<file path="src/rtl/tt_tile_pkg.sv">
// tt_tile_pkg: shared types and constants for the tile enable/reset sequencer
package tt_tile_pkg;
  localparam int CNT_W = 4;
  localparam int ADDR_W_DEF = 10;
  typedef enum logic [1:0] {ST_OFF, ST_RST, ST_RUN, ST_DRAIN} state_e;
endpackage

</file>
<file path="src/rtl/tt_tile_gate.sv">
// tt_tile_gate: combinational gating of spine inputs and user outputs keyed on ena
module tt_tile_gate (
  input  logic       ena_i,
  input  logic [7:0] ui_i,
  input  logic [7:0] uio_i,
  input  logic [7:0] um_uo_i,
  input  logic [7:0] um_uio_out_i,
  input  logic [7:0] um_uio_oe_i,
  output logic [7:0] um_ui_o,
  output logic [7:0] um_uio_o,
  output logic [7:0] uo_o,
  output logic [7:0] uio_out_o,
  output logic [7:0] uio_oe_o
);
  assign um_ui_o   = ena_i ? ui_i : '0;
  assign um_uio_o  = ena_i ? uio_i : '0;
  assign uo_o      = ena_i ? um_uo_i : '0;
  assign uio_oe_o  = ena_i ? um_uio_oe_i : '0;
  assign uio_out_o = ena_i ? (um_uio_out_i & um_uio_oe_i) : '0;
endmodule

</file>
<file path="src/rtl/tt_tile_ena_seq.sv">
// tt_tile_ena_seq: per-tile select decode and ena/clock-gate/reset sequencing for one user module
module tt_tile_ena_seq
  import tt_tile_pkg::*;
#(
  parameter int                ADDR_W       = ADDR_W_DEF,
  parameter logic [ADDR_W-1:0] TILE_ADDR    = '0,
  parameter int                RST_CYCLES   = 4,
  parameter int                DRAIN_CYCLES = 2
) (
  input  logic              clk,
  input  logic              rst_n,
  input  logic              sel_stb,
  input  logic [ADDR_W-1:0] sel_addr,
  input  logic              sel_off,
  input  logic              usr_rst_n,
  input  logic [7:0]        ui_in,
  input  logic [7:0]        uio_in,
  output logic [7:0]        uo_out,
  output logic [7:0]        uio_out,
  output logic [7:0]        uio_oe,
  output logic              um_ena,
  output logic              um_clk_en,
  output logic              um_rst_n,
  output logic [7:0]        um_ui_in,
  output logic [7:0]        um_uio_in,
  input  logic [7:0]        um_uo_out,
  input  logic [7:0]        um_uio_out,
  input  logic [7:0]        um_uio_oe
);
  localparam logic [CNT_W-1:0] RST_LOAD   = CNT_W'(RST_CYCLES - 1);
  localparam logic [CNT_W-1:0] DRAIN_LOAD = CNT_W'(DRAIN_CYCLES - 1);
  state_e           state_q, state_d;
  logic [CNT_W-1:0] cnt_q, cnt_d;
  logic             sel_q, sel_d;
  logic             ena_q, clk_en_q, rst_n_q;
  // sel_off beats any strobe; a strobe selects only on an address match
  assign sel_d = sel_off ? 1'b0 : sel_stb ? (sel_addr == TILE_ADDR) : sel_q;
  // next state: deselect always drains first, DRAIN is never aborted by reselect
  always_comb begin
    state_d = state_q;
    cnt_d   = cnt_q;
    unique case (state_q)
      ST_OFF: if (sel_q) begin
        state_d = ST_RST;
        cnt_d   = RST_LOAD;
      end
      ST_RST: if (!sel_q) begin
        state_d = ST_DRAIN;
        cnt_d   = DRAIN_LOAD;
      end else if (cnt_q == '0) begin
        if (usr_rst_n) state_d = ST_RUN;
      end else cnt_d = cnt_q - CNT_W'(1);
      ST_RUN: if (!sel_q) begin
        state_d = ST_DRAIN;
        cnt_d   = DRAIN_LOAD;
      end else if (!usr_rst_n) begin
        state_d = ST_RST;
        cnt_d   = RST_LOAD;
      end
      ST_DRAIN: if (cnt_q == '0) state_d = ST_OFF;
        else cnt_d = cnt_q - CNT_W'(1);
    endcase
  end
  // state, counter, select and registered control outputs; rst_n forces everything off at once
  always_ff @(posedge clk or negedge rst_n) begin
    if (!rst_n) begin
      state_q  <= ST_OFF;
      cnt_q    <= '0;
      sel_q    <= 1'b0;
      ena_q    <= 1'b0;
      clk_en_q <= 1'b0;
      rst_n_q  <= 1'b0;
    end else begin
      state_q  <= state_d;
      cnt_q    <= cnt_d;
      sel_q    <= sel_d;
      ena_q    <= state_d != ST_OFF;
      clk_en_q <= state_d != ST_OFF;
      rst_n_q  <= state_d == ST_RUN;
    end
  end
  assign um_ena    = ena_q;
  assign um_clk_en = clk_en_q;
  assign um_rst_n  = rst_n_q;
  tt_tile_gate u_gate (
    .ena_i        (ena_q),
    .ui_i         (ui_in),
    .uio_i        (uio_in),
    .um_uo_i      (um_uo_out),
    .um_uio_out_i (um_uio_out),
    .um_uio_oe_i  (um_uio_oe),
    .um_ui_o      (um_ui_in),
    .um_uio_o     (um_uio_in),
    .uo_o         (uo_out),
    .uio_out_o    (uio_out),
    .uio_oe_o     (uio_oe)
  );
  a_off_quiet: assert property (@(posedge clk) disable iff (!rst_n) !um_ena |-> (!um_rst_n && !um_clk_en));
  a_rst_run:   assert property (@(posedge clk) disable iff (!rst_n) um_rst_n |-> state_q == ST_RUN);
endmodule
</file>
<file path="config.mk">
export PLATFORM = sky130hd
export DESIGN_NAME = tt_tile_ena_seq
export DESIGN_NICKNAME = d
export VERILOG_FILES = /design/src/rtl/tt_tile_pkg.sv /design/src/rtl/tt_tile_gate.sv /design/src/rtl/tt_tile_ena_seq.sv
export SDC_FILE = /design/constraint.sdc
export NUM_CORES = 1
export LEC_CHECK = 0
export ABC_AREA = 1
export BUFFER_PORTS_ARGS = -buffer_cell sky130_fd_sc_hd__buf_2
export CORE_ASPECT_RATIO = 0.9
export CORE_MARGIN = 3
export CORE_UTILIZATION = 35
export DETAILED_ROUTE_END_ITERATION = 8
export HOLD_SLACK_MARGIN = 0.08
export PLACE_DENSITY = 0.83
export SYNTH_ARGS = -nofsm -noshare
export SYNTH_HDL_FRONTEND = slang
export SYNTH_SLANG_ARGS = --single-unit
</file>
<file path="constraint.sdc">
create_clock -name clk -period 2 [get_ports clk]
set_input_delay 0.3 -clock clk [delete_from_list [all_inputs] [get_ports clk]]
set_output_delay 0.3 -clock clk [all_outputs]
set_load 0.01 [all_outputs]
</file>
==> results of run 1 <==
-- cells in the final DEF (no fill, tap or decap) --
master         instances
buf_2                 97
nand2_1               51
inv_1                 46
nor2_1                20
dfrtp_1                9
nand3_1                8
nand2_2                4
o21ai_1                4
inv_2                  3
nand4_1                3
clkbuf_4               3
clkinv_1               2
nand3_2                2
nor2_2                 2
nor2_4                 1
nand2_4                1
o211ai_1               1
o21ai_0                1
and2_1                 1
xor2_1                 1
a21oi_1                1
ha_1                   1
clkinv_2               1
dlygate4sd3_1          1
buf_4                  1
-- cell type report --
class | instances | area (um^2) | share of cell area
Inverter | 51 | 191 | 0.132
Clock inverter | 1 | 5.00 | 0.00345
Tap cell | 27 | 33.8 | 0.0233
Clock buffer | 3 | 22.5 | 0.0155
Sequential cell | 9 | 225 | 0.155
Timing Repair Buffer | 99 | 503 | 0.347
Multi-Input combinational cell | 102 | 470 | 0.324
-- metrics by stage --
step,hold slack (ps),cell area [um^2]
5_1_grt,304,1450
3_5_place_dp,170,1410
3_3_place_gp,161,1410
4_1_cts,303,1450
6_report,308,1450
2_1_floorplan,4.41,921
-- per-layer routing --
layer  GRT usage  part of all wire  vias up
met5           0                 0        -
met4      0.0517             0.016        0
met3      0.0425             0.080        7
met2       0.286              0.51       46
met1       0.204              0.39      485
li1            -                 -      666
-- worst register-to-register path: stages (launching register included) --
cell     delay (ps)
dfrtp_1         400
inv_1           100
ha_1            300
nand2_2         140
nand2_1          90
nand3_2          70
nand2_2          80
nand2_1          50
-- flip-flops by register name, summed over array words and instances (netlist names) --
name / flops
um_clk_en: 1
sel_q: 1
cnt_q: 4
um_rst_n: 1
state_q: 2
-- power breakdown --
group / internal [W] / leakage, nW / switching (W)
clock: 0.0000742 / 0.0177 / 0.0000748
combinational: 0.000374 / 0.949 / 0.000567
sequential: 0.000248 / 0.107 / 0.0000681
-- worst min-delay path by stage --
stage,slack (ps),end,cells after the start
3_3_place_gp,160,cnt_q[2]$_DFFE_PN0P_,1
5_1_grt,300,sel_q$_DFFE_PN0P_,3
3_5_place_dp,170,sel_q$_DFFE_PN0P_,1
4_1_cts,300,sel_q$_DFFE_PN0P_,3
2_1_floorplan,4,cnt_q[0]$_DFFE_PN0P_,0
6_report,310,sel_q$_DFFE_PN0P_,3
-- kinds of logic after synthesis --
kind of cell             share of synthesized area
adder cells (fa/ha/maj)                     0.0136
AND/OR/NAND/NOR                              0.447
AO/OA/AOI/OAI                               0.0408
buffers and inverters                        0.245
flip-flops                                   0.245
XOR/XNOR                                   0.00951
-- repair_timing --
item	CTS	global route
hold endpoints to repair	9	0
hold buffers	1	0
gates resized for setup	0	0
==> flow_summary.toml, run 1 <==
[cts]
cts_tree = "done"
path_clk_slew_ps = 70
cts-root-buf = "clkbuf_4"
numCtsBuffers = 3
cts_setup_buffers = 0
cts_buffer_depth = 2
clock_latency_ps = 270
cts.sinks = 9
cts-htree-levels = 1

[route]
wire_per_inst_um = 10.3
drt_iter0_drc = 53
wirelength_um = 3010
vias = 1204
drt.antenna.violating_nets = 0
drc = 0
via_per_inst = 4.12
first_pass_iters = 4

[run]
cap_violations = 0

[global_routing]
grt_pass1_wl_um = 4180
grt_use_total = 0.166
grt-ovfl-total = 0
grt_pass1_vias = 1012
grt_antenna_before_repair = 0
grt_max_degree = 35

[logic_synthesis]
async_flop_share = 1.00
syn_nets = 223
synthCells = 167
synth_area_per_cell_um2 = 5.51
yosys_warnings = 0
synth-main-ff-cell = "dfrtp_1"
netlist_top_cells_area = "dfrtp_1 24%, nand2_1 21%, inv_1 19%"
synthesis.area_um2 = 921
synth_top_area_frac = 0.245
synth_edf_count = 0
yosysMostFrequentCell = "nand2_1"
yosysSeqAreaShare = 0.245
netlist_top_cells_count = "51 x nand2_1, 46 x inv_1, 20 x nor2_1"
synth.distinct_cells = 23
ys_ff_latch = 9
yosysTopAreaCell = "dfrtp_1"

[status]
status = "finished clean"

[timing]
period_share = 0.777
finalHoldViolCount = 0
finalSetupViolations = 0
slew_violations = 0
fin_crit_ps = 1550
tightestPinTransition_ps = 290
max-slew-margin-rel = 0.807
setup_slack_ps = 446
skew_ps = 2.36
fmax_ghz = 0.643
rsz0062_at_grt = "no"
tns_ps = 0

[floorplanning]
pin_count = 98
rows = 16
dieHeight_um = 54.7
die_w_um = 60.1
start_util = 0.393
die_area_um2 = 3280
coreArea_um2 = 2340

[worst_setup_path]
max_stage_delay_ps = 320
worst_ep_required_time_ps = 1700
worstPathCellList = "buf_4 > nand2_1 > nor2_1 > buf_2"
timing.rr.end = "um_clk_en$_DFF_PN0_"
r2r-start = "cnt_q[1]$_DFFE_PN0P_"
cp_num_cells = 4
setup.worst_path.start = "um_clk_en$_DFF_PN0_"
reg2regPathDepth = 7
endpoint = "uio_out[0]"
rrSetupSlack_ps = 640
critPathBufInv = 2
critPathLaunchType = "flop"
crit_family = "buffers and inverters"
critPathSlowestCell = "dfrtp_1"
critPathMaxFanout = 34
crit_type = "reg -> out"
worstPathArrival_ps = 1250
end_kind = "output pin"

[layout]
drive_gt1_frac = 0.434
nets = 322
final_util = 0.620
antenna_cells = 0
fillers = 230
area_growth_pct = 57.6
stdcell_count = 292

[placement]
gp_congestion = 0.846
dp_slack_ps = 672
dp_cells = 287
io_buffers = 97
dp_hpwl_um = 2600

[power_and_ir_drop]
p_leak_nw = 1.07
power_density_nw_per_um2 = 969
vdd.ir_drop.worst_uv = 730
p_total_w = 0.00141

[min_path]
hp-start = "sel_off"
worstHoldPathType = "in -> reg"
(Power assumes the default switching activity.)
==> run 2: changes to the inputs <==
--- a/config.mk
+++ b/config.mk
@@ -9,10 +9,10 @@
 export BUFFER_PORTS_ARGS = -buffer_cell sky130_fd_sc_hd__buf_2
 export CORE_ASPECT_RATIO = 0.9
 export CORE_MARGIN = 3
-export CORE_UTILIZATION = 35
+export CORE_UTILIZATION = 31
 export DETAILED_ROUTE_END_ITERATION = 8
 export HOLD_SLACK_MARGIN = 0.08
-export PLACE_DENSITY = 0.83
+export PLACE_DENSITY = 0.78
 export SYNTH_ARGS = -nofsm -noshare
 export SYNTH_HDL_FRONTEND = slang
 export SYNTH_SLANG_ARGS = --single-unit
==> constraint.sdc (replaced) <==
create_clock -name clk -period 1.25 [get_ports clk]
set_input_delay 0.1875 -clock clk [delete_from_list [all_inputs] [get_ports clk]]
set_output_delay 0.1875 -clock clk [all_outputs]
set_load 0.01 [all_outputs]
==> run 2 against run 1 <==
  * The run now ends with setup timing left
  * Via count rose by 3.2%
  * Design area grew 9.0%
  * Largest power group unchanged
  * Total power up 79%
  * Worst setup slack got worse by 490 ps
  * Routed wire length is 5.5% lower
  * Count of clock-buffer cells in the layout is 1 higher
==> flow_summary.toml, run 2 (synthesis gave the netlist of run 1 again) <==
[layout]
fillers = 269
regMostFlops = "cnt_q"
nets = 326
register_area_um2 = 228
finalInstanceArea_um2 = 1580
drive_gt1_frac = 0.483
final_cell_mix = "94 x buf_2, 46 x nand2_1, 45 x inv_1"
stdcell_count = 309
largest_registers = "cnt_q: 4 flops, state_q: 2 flops"
layout_commonest_cell = "buf_2"
largest_reg_flops = 4
final_util = 0.566
multi_input_area_um2 = 508
area_growth_pct = 71.7
antenna_cells = 0

[power_and_ir_drop]
clockPowerShare = 0.089
p_leak_nw = 1.11
power_frac_seq = 0.212
p_switching_w = 0.00120
power_density_nw_per_um2 = 1590
intPower_w = 0.00132
vdd.ir_drop.worst_uv = 725
comb_power_share = 0.698
switching_share = 0.476

[worst_setup_path]
end_kind = "output pin"
worstPathArrival_ps = 1110
worstPathCellList = "clkbuf_16 > nand2_1 > inv_1 > buf_4"
critPathSlowestCell = "dfrtp_2"
max_stage_delay_ps = 430
setup.worst_path.start = "um_clk_en$_DFF_PN0_"
r2r-start = "cnt_q[0]$_DFFE_PN0P_"
crit_type = "reg -> out"
worst_ep_required_time_ps = 1060
critPathLaunchType = "flop"
critPathMaxFanout = 17
rrSetupSlack_ps = 100

[route]
drc = 0
drt_iter0_drc = 39
wire_per_inst_um = 9.20
wirelength_um = 2840
first_pass_iters = 4
vias = 1242
drt.antenna.violating_nets = 0
via_per_inst = 4.02

[timing]
finalSetupViolations = 40
tns_ps = -924
period_share = 1.04
skew_ps = 4.85
max-slew-margin-rel = 0.842
setup_slack_ps = -44.4
fin_crit_ps = 1290
slew_violations = 0
rsz0062_at_grt = "yes"
tightestPinTransition_ps = 238
finalHoldViolCount = 0
fmax_ghz = 0.773

[cts]
cts-root-buf = "clkbuf_4"
numCtsBuffers = 3
clock_latency_ps = 260
cts_tree = "done"
cts.sinks = 9
cts_setup_buffers = 0
cts_buffer_depth = 2
cts-htree-levels = 1
path_clk_slew_ps = 60

[placement]
place_area_um2 = 1470
dp_slack_ps = -7.53
gp_congestion = 0.843
dp_hpwl_um = 2290
io_buffers = 97
dp_cells = 303

[floorplanning]
die_area_um2 = 3660
coreArea_um2 = 2790
start_util = 0.330
die_w_um = 63.5
rows = 18
pin_count = 98
dieHeight_um = 57.7

[min_path]
worstHoldPathType = "in -> reg"
hp-start = "sel_off"

[global_routing]
grt_pass1_vias = 992
grt_max_degree = 35
grt_use_total = 0.143
grt-ovfl-total = 0
grt_pass1_wl_um = 4320
grt_antenna_before_repair = 0

[run]
cap_violations = 0

[status]
status = "complete, but fails checks"
failed_checks = "setup timing"
[run 2: what timing repair did]
item / in CTS / in global routing
resized for setup: 4 / 12
endpoints found under the setup margin: 22 / 45
endpoints found under the hold margin: 9 / 0
hold buffers: 1 / 0
pin swaps: 0 / 1
gates cloned: 0 / 1
[run 2: final timing paths]
| check | cells after the start | end |
|---|---|---|
| worst max register to register | 7 | um_clk_en$_DFF_PN0_ |
| worst min register to register | 2 | cnt_q[0]$_DFFE_PN0P_ |
| worst max-delay path | 4 | uo_out[7] |
| worst min-delay path | 3 | sel_q$_DFFE_PN0P_ |
| max in group asynchronous | 2 | um_clk_en$_DFF_PN0_ |
| min in group asynchronous | 2 | cnt_q[2]$_DFFE_PN0P_ |
[run 2: cell type report]
type                    count  share of cell area
repair buffers            103               0.366
clock buffers               4              0.0166
inverters                  51               0.121
multi-input cells         102               0.321
flip-flops and latches      9               0.144
well taps                  40              0.0316
[run 2: stage by stage]
stage | hold slack (ps) | power, W
global route | 215 | 0.00279
global placement | 53.0 | 0.00208
finish | 215 | 0.00251
CTS | 212 | 0.00237
floorplan | -108 | 0.00155
detailed placement | 55.3 | 0.00211
[run 2: worst max-delay path: cells and delay by family, from the launching register on]
family / cells / cell delay (ps)
buffers and inverters: 3 / 350
DFF: 1 / 430
and+or+nand+nor: 1 / 60
[run 2: power groups by stage]
| stage | Combinational, W | Clock (W) | Sequential [W] |
|---|---|---|---|
| 2_1_floorplan | 0.00105 | 0 | 0.000493 |
| 3_3_place_gp | 0.00157 | 0 | 0.000515 |
| 3_5_place_dp | 0.00159 | 0 | 0.000516 |
| 4_1_cts | 0.00162 | 0.000236 | 0.000512 |
| 5_1_grt | 0.00199 | 0.000256 | 0.000552 |
| 6_report | 0.00175 | 0.000225 | 0.000533 |
[run 2: routing by layer]
metal | routed length [um] | GRT usage
met2 | 1400 | 0.246
met4 | 27 | 0.0369
met1 | 1130 | 0.175
met5 | 0 | 0
met3 | 291 | 0.0446
